<file path="src/rtl/lsu_mem_stage32.sv">
// lsu_mem_stage32: load/store sequencer between execute and data_memory32.
// Accepts one request at a time, rejects illegal, misaligned or out-of-range accesses
// without touching memory, issues legal accesses for exactly one cycle, and extends
// loaded data locally. It also keeps saturating counts of completed accesses.
module lsu_mem_stage32 #(
  parameter int unsigned MEM_BYTES = 1024,
  parameter int unsigned CNT_W     = 16
) (
  input  logic             clk,
  input  logic             rst,
  input  logic             req_valid,
  output logic             req_ready,
  input  logic             req_we,
  input  logic [31:0]      req_addr,
  input  logic [31:0]      req_wdata,
  input  logic [2:0]       req_mode,
  output logic             mem_we,
  output logic [31:0]      mem_addr,
  output logic [31:0]      mem_wdata,
  output logic [2:0]       mem_mode,
  input  logic [31:0]      mem_rdata,
  output logic             rsp_valid,
  input  logic             rsp_ready,
  output logic [31:0]      rsp_rdata,
  output logic             rsp_error,
  output logic [CNT_W-1:0] load_cnt,
  output logic [CNT_W-1:0] store_cnt,
  output logic [CNT_W-1:0] err_cnt
);

  localparam logic [1:0] IDLE   = 2'd0;
  localparam logic [1:0] ACCESS = 2'd1;
  localparam logic [1:0] RESP   = 2'd2;

  logic [1:0]       state_q, state_d;
  logic             we_q;
  logic [31:0]      addr_q;
  logic [31:0]      wdata_q;
  logic [2:0]       mode_q;
  logic             err_q;
  logic [31:0]      rdata_q;
  logic [CNT_W-1:0] load_cnt_q, load_cnt_d;
  logic [CNT_W-1:0] store_cnt_q, store_cnt_d;
  logic [CNT_W-1:0] err_cnt_q, err_cnt_d;

  logic             accept;
  logic             rsp_done;
  logic             in_access;
  logic             req_err;
  logic [1:0]       size_m1;
  logic [32:0]      last_byte;
  logic [31:0]      load_ext;

  function automatic logic [CNT_W-1:0] sat_inc(input logic [CNT_W-1:0] v);
    return (&v) ? v : v + CNT_W'(1);
  endfunction

  assign accept    = (state_q == IDLE) && req_valid;
  assign rsp_done  = (state_q == RESP) && rsp_ready;
  assign in_access = (state_q == ACCESS);

  // Request legality: encoding, natural alignment and range of the last byte touched
  always_comb begin
    unique case (req_mode[1:0])
      2'b00:   size_m1 = 2'd0;
      2'b01:   size_m1 = 2'd1;
      default: size_m1 = 2'd3;
    endcase
    // 33-bit sum so addresses near 2^32 cannot wrap back into range
    last_byte = {1'b0, req_addr} + {31'd0, size_m1};
    req_err   = 1'b0;
    if (req_mode == 3'b011 || req_mode == 3'b110 || req_mode == 3'b111)
      req_err = 1'b1;
    if (req_mode[1:0] == 2'b01 && req_addr[0])
      req_err = 1'b1;
    if (req_mode[1:0] == 2'b10 && req_addr[1:0] != 2'b00)
      req_err = 1'b1;
    if (last_byte >= 33'(MEM_BYTES))
      req_err = 1'b1;
  end

  // Memory always returns zero-extended data; apply the requested extension here
  always_comb begin
    unique case (mode_q)
      3'b000:  load_ext = {{24{mem_rdata[7]}}, mem_rdata[7:0]};
      3'b001:  load_ext = {{16{mem_rdata[15]}}, mem_rdata[15:0]};
      3'b100:  load_ext = {24'd0, mem_rdata[7:0]};
      3'b101:  load_ext = {16'd0, mem_rdata[15:0]};
      default: load_ext = mem_rdata;
    endcase
  end

  // Sequencer next state
  always_comb begin
    state_d = state_q;
    unique case (state_q)
      IDLE:    if (req_valid) state_d = req_err ? RESP : ACCESS;
      ACCESS:  state_d = RESP;
      RESP:    if (rsp_ready) state_d = IDLE;
      default: state_d = IDLE;
    endcase
  end

  // State register
  always_ff @(posedge clk or posedge rst) begin
    if (rst) state_q <= IDLE;
    else     state_q <= state_d;
  end

  // Capture the request on accept and the extended load data at the end of ACCESS
  always_ff @(posedge clk or posedge rst) begin
    if (rst) begin
      we_q    <= 1'b0;
      addr_q  <= '0;
      wdata_q <= '0;
      mode_q  <= '0;
      err_q   <= 1'b0;
      rdata_q <= '0;
    end else if (accept) begin
      we_q    <= req_we;
      addr_q  <= req_addr;
      wdata_q <= req_wdata;
      mode_q  <= req_mode;
      err_q   <= req_err;
      rdata_q <= '0;
    end else if (in_access && !we_q) begin
      rdata_q <= load_ext;
    end
  end

  // Counter next values: bump the matching counter on the response handshake
  always_comb begin
    load_cnt_d  = load_cnt_q;
    store_cnt_d = store_cnt_q;
    err_cnt_d   = err_cnt_q;
    if (rsp_done) begin
      if (err_q)     err_cnt_d   = sat_inc(err_cnt_q);
      else if (we_q) store_cnt_d = sat_inc(store_cnt_q);
      else           load_cnt_d  = sat_inc(load_cnt_q);
    end
  end

  // Counter registers
  always_ff @(posedge clk or posedge rst) begin
    if (rst) begin
      load_cnt_q  <= '0;
      store_cnt_q <= '0;
      err_cnt_q   <= '0;
    end else begin
      load_cnt_q  <= load_cnt_d;
      store_cnt_q <= store_cnt_d;
      err_cnt_q   <= err_cnt_d;
    end
  end

  // Memory port is driven only during ACCESS; decoded from state so rst drops it at once
  assign mem_we    = in_access && we_q;
  assign mem_addr  = in_access ? addr_q  : '0;
  assign mem_wdata = in_access ? wdata_q : '0;
  assign mem_mode  = in_access ? {1'b1, mode_q[1:0]} : '0;

  assign req_ready = (state_q == IDLE) && !rst;
  assign rsp_valid = (state_q == RESP);
  assign rsp_rdata = rsp_valid ? rdata_q : '0;
  assign rsp_error = rsp_valid && err_q;

  assign load_cnt  = load_cnt_q;
  assign store_cnt = store_cnt_q;
  assign err_cnt   = err_cnt_q;

endmodule
</file>
<file path="config.mk">
export PLATFORM = sky130hd
export DESIGN_NAME = lsu_mem_stage32
export DESIGN_NICKNAME = d
export VERILOG_FILES = /design/src/rtl/lsu_mem_stage32.sv
export SDC_FILE = /design/constraint.sdc
export NUM_CORES = 1
export LEC_CHECK = 0
export CORE_AREA = 2 2 150 152
export DETAILED_ROUTE_END_ITERATION = 10
export DIE_AREA = 0 0 152 154
export GPL_ROUTABILITY_DRIVEN = 0
export PLACE_DENSITY = 0.6
export SLEW_MARGIN = 20
export SYNTH_ARGS = -nofsm -noshare
export SYNTH_HDL_FRONTEND = slang
export SYNTH_SLANG_ARGS = --single-unit
</file>
<file path="constraint.sdc">
create_clock -name clk -period 9.99 [get_ports clk]
set_input_delay 1.998 -clock clk [delete_from_list [all_inputs] [get_ports clk]]
set_output_delay 1.998 -clock clk [all_outputs]
set_load 0.02 [all_outputs]
</file>
Word level (Yosys, flattened, before mapping)
Index checks and enable logic that the tools add are counted.
{"block": "word_totals", "register_bits": 151, "input_bits": 104, "word_cells": 72}
{"block": "op_classes", "n_lt_le_gt_ge": 1, "addsub": 4, "reduce_logical": 24, "bitwise_logic": 5, "eq_ne": 12, "mux": 16}
{"op": "$mux 32", "n": 5}
{"op": "$pmux 32 s4", "n": 1}
{"op": "$add 16x1->16 const B", "n": 3}
{"op": "$reduce_and 16->1", "n": 3}
{"op": "$add 32x2->33", "n": 1}
{"op": "$ge 33x11->1 const B", "n": 1}
{"op": "$eq 3x3->1 const B", "n": 4}
{"op": "$logic_and 1x1->1", "n": 8}
{"op": "$reduce_and 4->1", "n": 2}
{"op": "$mux 2", "n": 3}
{"op": "$pmux 2 s3", "n": 1}
{"op": "$not 1->1", "n": 5}
{"op": "$eq 2x1->1 const B", "n": 2}
{"op": "$eq 2x2->1 const B", "n": 2}
{"op": "$logic_not 2->1", "n": 2}
{"op": "$mux 1", "n": 4}
{"op": "$pmux 2 s2", "n": 1}
{"op": "$reduce_bool 2->1", "n": 2}
{"op": "$eq 3x1->1 const B", "n": 1}
{"op": "$eq 3x2->1 const B", "n": 1}
{"op": "$logic_not 3->1", "n": 1}
{"op": "$mux 3", "n": 1}
{"op": "$reduce_and 3->1", "n": 1}
{"op": "$logic_not 1->1", "n": 2}
{"op": "4 further kinds", "n": 5}

Longest topological paths before layout
{"block": "logic_depth", "ltp_word": 10, "depth_mapped": 9, "depth_no_buf": 9}

Least setup slack after synthesis
Ideal clock, no wire load.
{"block": "synth_path", "path_type": "input to output", "from": "input rst", "to": "output req_ready", "setup_slack_ns": 5.539, "stages": 1, "path_buffers": 0, "arrival_ns": 2.453, "cell_sequence": "nor3_1"}
{"block": "synth_between", "elab_chain_cells": 2}
{"element": "start: declaration", "line_no": "10", "source": "input logic rst,"}
{"element": "$logic_not 1->1", "line_no": "162", "source": "assign req_ready = (state_q == IDLE) && !rst;"}
{"element": "$logic_and 1x1->1", "line_no": "162"}
{"element": "end: declaration", "line_no": "12", "source": "output logic req_ready,"}
Every way passes these cells.

Worst setup path after layout
Same ends and word-level chain as after synthesis.

==> impl_results.md <==
- Status: finished, final reports clean
- Vias per inst: 4.83
- Ys async rst share: 100%
- Main combinational cell family by area after synthesis: simple AND/OR/NAND/NOR gates
- Crit path to: req_ready
- Cell row count: 54
- Mapped cell area: 7470 um2
- Starting Density: 34.4%
- DRC viols: 0
- Final nets: 1,036
- Clock share of power: 38.6%
- Ant diodes: 0
- Setup TNS: 0 ns
- Post-synthesis mux area share: 11.4%
- Final period utilization: 52.8%
- Rel. slew slack: 36.4%
- Main synth FF type: dfrtp_1
- Top-Level Pins: 255
- Vias: 5,885
- Worst-Margin Slew: 0.954 ns
- Final Hold Fails: 0
- Total core area: 21,700 um2
- Post-synthesis xor/xnor area fraction: 6.22%
- Highest clock rate: 190 MHz
- IO buf count: 254
- Worst path slowest cell: clkdlybuf4s50_1
- Reg2reg end: rdata_q[13]
- Post-route cell area: 10,900 um2
- # fillers: 1,963
- Global-route wire length before repair: 33,500 um
- Critical Path RT: 7.99 ns
- Leakage power: 4.54 nW
- Critical Path Start: rst
- Synth Area in Compound Gates: 5.83%
- CTS Buf Count: 17
- Gate Count Post-Synth: 677
- Clock Sinks: 151
- # setup viols final: 0
- Post-synthesis register bit count: 151
- Global Route Usage Sum: 17.8%
- Worst hold-check path type: flop to flop
- Area Growth Syn to Fin: 45.7%
- RSZ-0062 raised after global routing: false
- Unique masters post-synth: 58
- P_int: 1.18 mW
- Area leader, netlist: dfrtp_1
- Synth top cells by count: dfrtp_1 (151), and2_1 (105), mux2_2 (72)
- Wire length per cell: 16.8 um
- Pwr Density: 149 nW/um2
- Synth Area in Simple Gates: 22.7%
- Worst Skew: 0.0117 ns
- Syn_nets: 787
- Maximum VDD drop: 0.109 mV
- Top-area cell type share of the netlist area: 50.6%
- Final Max Tran Viols: 0
- R2R setup slack: 7.24 ns
- CP max FO: 2
- Adder-cell area share of the yosys netlist: 1.11%
- Post-layout util: 50.2%
- Hold_buf cts: 0
- Worst R2R Path Depth: 7
- CP dominant cell by count: clkdlybuf4s50_1
- Number of synthesized flops with an enable pin: 0
- Syn Area/Cell: 11.0 um2
- Crit-path max cell delay: 0.63 ns
- CTS tree: done
- Net Switching: 442 uW
- Logic pwr share: 16.2%
- Post-DP HPWL: 14,600 um
- Seq/Total Area, Yosys: 50.6%
- Routed Antenna Nets: 0
- Switch share: 27.2%
- Worst setup EP type: output port
- Total grt overflow: 0
- CP Class: input pin to output port
- Startpoint types: input pin
- Warnings, synthesis: 0
- DIE HEIGHT: 154 um
- Worst-path clk slew: 0.06 ns
- Tot Pwr: 1.62 mW
- Count leader, synth: dfrtp_1
- Final wirelength: 20,500 um
- Die width: 152 um
- Root buf cell: clkbuf_16
- Level count of the clock H-tree: 4
- Pre-antenna DRT Iters: 4
- Critical Path AT: 3.27 ns
- Layout cell share with drive strength beyond 1: 14.0%
- Initial antenna violation count: 1
- Reg-to-Reg Start: state_q[0]
- Clock tree buffer depth: 2
- Die area: 23,400 um2
- Minimum clock period: 5.27 ns
- Vias in the first global route: 6,039
- Part of the power in registers: 45.2%
- Worst-Skew Late Latency: 0.42 ns
- Area contributors post-synth: dfrtp_1 (51%), mux2_2 (11%), and2_1 (8.8%), xnor2_1 (4.0%), nand2_1 (2.7%)
- Max cap viols: 0
- Placed Instance Area: 10,300 um2
- Detailed Route Iter0 Violations: 194
- Post-CTS Resized: 0
- # Post-CTS Setup Buffers: 0
- Largest net degree at the start of global routing: 89
- Critical-path cell list: clkdlybuf4s50_1 -> nor3_1 -> clkdlybuf4s50_1
metal layers:
layer	GRT usage (%)	routed length (um)	vias up
met3	5.98	1380	26
li1	-	-	2840
met2	27.5	9200	177
met1	23.6	9560	2840
met4	5.70	353	2
met5	0	13	-
placed cells by master (no fill, tap or decap), types with 2 or more instances in the layout:
cell type        count
xor2_1              19
inv_1                7
clkinvlp_4           5
or3_1                3
and3_1              11
inv_6                6
a22o_1              16
nand2b_1             4
mux2i_1              3
or2_2                2
nand3_1             13
nor4_1               3
nor2b_1             17
ha_1                 5
clkinv_4             2
xnor2_1             34
a21oi_1              5
nor4b_1              3
a31oi_1              2
mux2_2              72
and2_1             105
clkbuf_16           17
nor3_1               6
clkdlybuf4s50_1    254
o41ai_1              2
and4_1               8
nor2_1              21
o21ai_1             11
o21ai_0             18
dfrtp_1            151
o31a_1               2
nand2_1             54
nand4_1             18
buf_4                7
worst min-delay path by stage:
| stage | end | from | cells after the start |
|---|---|---|---|
| 2_1_floorplan | rdata_q[25] | rdata_q[25] | 2 |
| 3_3_place_gp | rdata_q[27] | rdata_q[27] | 2 |
| 3_5_place_dp | rdata_q[31] | rdata_q[31] | 2 |
| 4_1_cts | rdata_q[31] | rdata_q[31] | 2 |
| 5_1_grt | err_cnt[7] | err_cnt[7] | 1 |
| 6_report | rdata_q[27] | rdata_q[27] | 2 |
through the flow:
step | hold slack (ns) | setup WS (ns) | instances
2_1_floorplan | 0.442 | 3.93 | 677
3_3_place_gp | 0.453 | 4.71 | 1187
3_5_place_dp | 0.468 | 4.72 | 1187
4_1_cts | 0.482 | 4.71 | 1219
5_1_grt | 0.502 | 4.62 | 1219
6_report | 0.473 | 4.72 | 1219
power by group through the flow:
stage	logic, mW	clock network (mW)	registers (mW)
floorplan	0.146	0	0.746
global placement	0.262	0	0.743
detailed placement	0.267	0	0.746
CTS	0.268	0.648	0.735
global route	0.288	0.676	0.745
finish	0.263	0.627	0.734
cells by family after synthesis:
logic type,after synthesis
buffers and inverters,39
adders and majority gates,6
xor gates and xnor gates,53
AOI/OAI and AO/OA,65
DFF,151
and+or+nand+nor,287
muxes,76
cell type report:
class	instances	area, um2	area share (%)
flip-flops and latches	151	3780	34.7
multi-input cells	487	3550	32.6
repair buffers	261	2590	23.9
clock buffers	18	429	3.95
well taps	280	350	3.22
clock inverters	14	140	1.29
inverters	8	35.0	0.322
registers in the layout, indices dropped and copies added (netlist names):
| register | cells |
|---|---|
| we_q | 1 |
| state_q | 2 |
| load_cnt | 16 |
| wdata_q | 32 |
| err_cnt | 16 |
| mode_q | 3 |
| rdata_q | 32 |
| addr_q | 32 |
| store_cnt | 16 |
| err_q | 1 |
critical path: cells and delay by family:
| family | cells | cell delay [ns] |
|---|---|---|
| buffers and inverters | 2 | 1.12 |
| and+or+nand+nor | 1 | 0.16 |
Note: power is estimated with default switching activity, not from simulation.
==> patch: new RTL, same flow settings <==
Change the parameter `CNT_W` from 16 to 20.
--- a/src/rtl/lsu_mem_stage32.sv
+++ b/src/rtl/lsu_mem_stage32.sv
@@ -6,3 +6,3 @@
   parameter int unsigned MEM_BYTES = 1024,
-  parameter int unsigned CNT_W     = 16
+  parameter int unsigned CNT_W     = 20
 ) (
Interface: changed (resized err_cnt, load_cnt and store_cnt); port bits go from 255 to 267. No check against the original RTL was run, so the function may have changed too.
==> patch against the original RTL <==
Sequential cell count rose by 12; die area stayed put; cell area rose by 6.8%; synthesized area up 8.4%; worst setup slack worse by 0.058 ns; sequential power up 7.2%; core utilization rose by 3.4 points; wire length up 7.4%; power increased by 4.0%; critical endpoint unchanged; highest routed layer is now met4.
==> patch: results (changes against the original RTL) <==
- Reg2reg start: mode_q[1] (was state_q[0])
- Routed Wire Length: 22,020 µm (was 20,500 µm)
- Worst Skew: 0.01304 ns (was 0.01167 ns)
- Crit path arrival time: 3.33 ns (was 3.27 ns)
- Vias per cell: 4.948 (was 4.828)
- Sequential area share after synthesis: 50.36% (was 50.59%)
- Worst Tran Pin Value: 1.021 ns (was 0.9536 ns)
- Adder-cell share of the synthesized area: 1.020% (was 1.106%)
- Dpl hpwl: 15,240 µm (was 14,570 µm)
- Initial antenna violation count: 0 (was 1)
- Iteration-0 DRC Markers: 265 (was 194)
- Worst min-delay path startpoint: rdata_q[19] (was rdata_q[27])
- Synthesized Nets: 849 (was 787)
- Hold Path Sink: rdata_q[19] (was rdata_q[27])
- Highest metal used: met4 (was met5)
- GRT met3 Usage: 7.215% (was 5.975%)
- Inst Count DP: 1,257 (was 1,187)
- Setup crit end: req_ready (unchanged)
- Mux contribution to synthesized area: 10.13% (was 11.44%)
- Layout cells sized above 1: 13.19% (was 13.95%)
- Top cells by count, synth: 163 x dfrtp_1, 103 x and2_1, 72 x mux2_2 (was 151 x dfrtp_1, 105 x and2_1, 72 x mux2_2)
- Net count, final: 1,106 (was 1,036)
- Met2 Resource Use GR: 29.19% (was 27.48%)
- Final Power: 1.689 mW (was 1.624 mW)
- First-pass GRT wire length: 36,240 µm (was 33,530 µm)
- Run status: completed (unchanged)
- Post-synthesis compound-gate area fraction: 5.809% (was 5.830%)
- Placement Cell Area: 0.01104 mm² (was 0.01030 mm²)
- Global Route Usage Sum: 19.14% (was 17.80%)
- R2r setup slk: 7.41 ns (was 7.24 ns)
- Xor/xnor share of the synthesized area: 6.921% (was 6.215%)
- Worst reg2reg path endpoint: rdata_q[26] (was rdata_q[13])
- Largest net degree at the start of global routing: 83 (was 89)
- Ranking of synthesized cells by area: dfrtp_1 50%, mux2_2 10%, and2_1 8.0% (was dfrtp_1 51%, mux2_2 11%, and2_1 8.8%)
- Vias in the first global route: 6,522 (was 6,039)
- Post-CTS Setup Inserts: 0 (unchanged)
- M1 WL: 10,140 µm (was 9557 µm)
- Fin Hold WS: 0.4742 ns (was 0.4732 ns)
- PortBufs: 266 (was 254)
- Syn avg cell area: 10.96 µm² (was 11.03 µm²)
- Worst Setup Slack, final: 4.660 ns (was 4.717 ns)
- Pre-CTS setup slack: 4.656 ns (was 4.720 ns)
- Combinational share of power: 15.2% (was 16.2%)
- GR Layer Usage met1: 25.87% (was 23.65%)
- Worst r2r path cells: 4 (was 7)
- Synth cell types: 56 (was 58)
-- patch: changes by cell type after synthesis, moves of 3 or more --
| cell | unedited run | this run |
|---|---|---|
| nor2_1 | 22 | 16 |
| nor4b_1 | 3 | 0 |
| nor3_1 | 6 | 15 |
| nor4_1 | 3 | 6 |
| xnor2_1 | 34 | 43 |
| nand3_1 | 13 | 40 |
| and4_1 | 8 | 2 |
| o21ai_1 | 12 | 2 |
| nand2_1 | 54 | 62 |
| o21ai_0 | 18 | 29 |
| a211o_1 | 0 | 5 |
| dfrtp_1 | 151 | 163 |
-- patch: final cells by class --
class	instances	area, µm²
well taps	280	350.3
clock buffers	17	425.4
flip-flops and latches	163	4079
fillers	1954	10070
inverters	10	42.54
repair buffers	272	2711
clock inverters	14	141.4
multi-input cells	532	3865
-- patch: worst min-delay path: stages (launching register included) --
cell     delay [ns]
dfrtp_1        0.34
nand2_1        0.05
o21ai_0        0.06
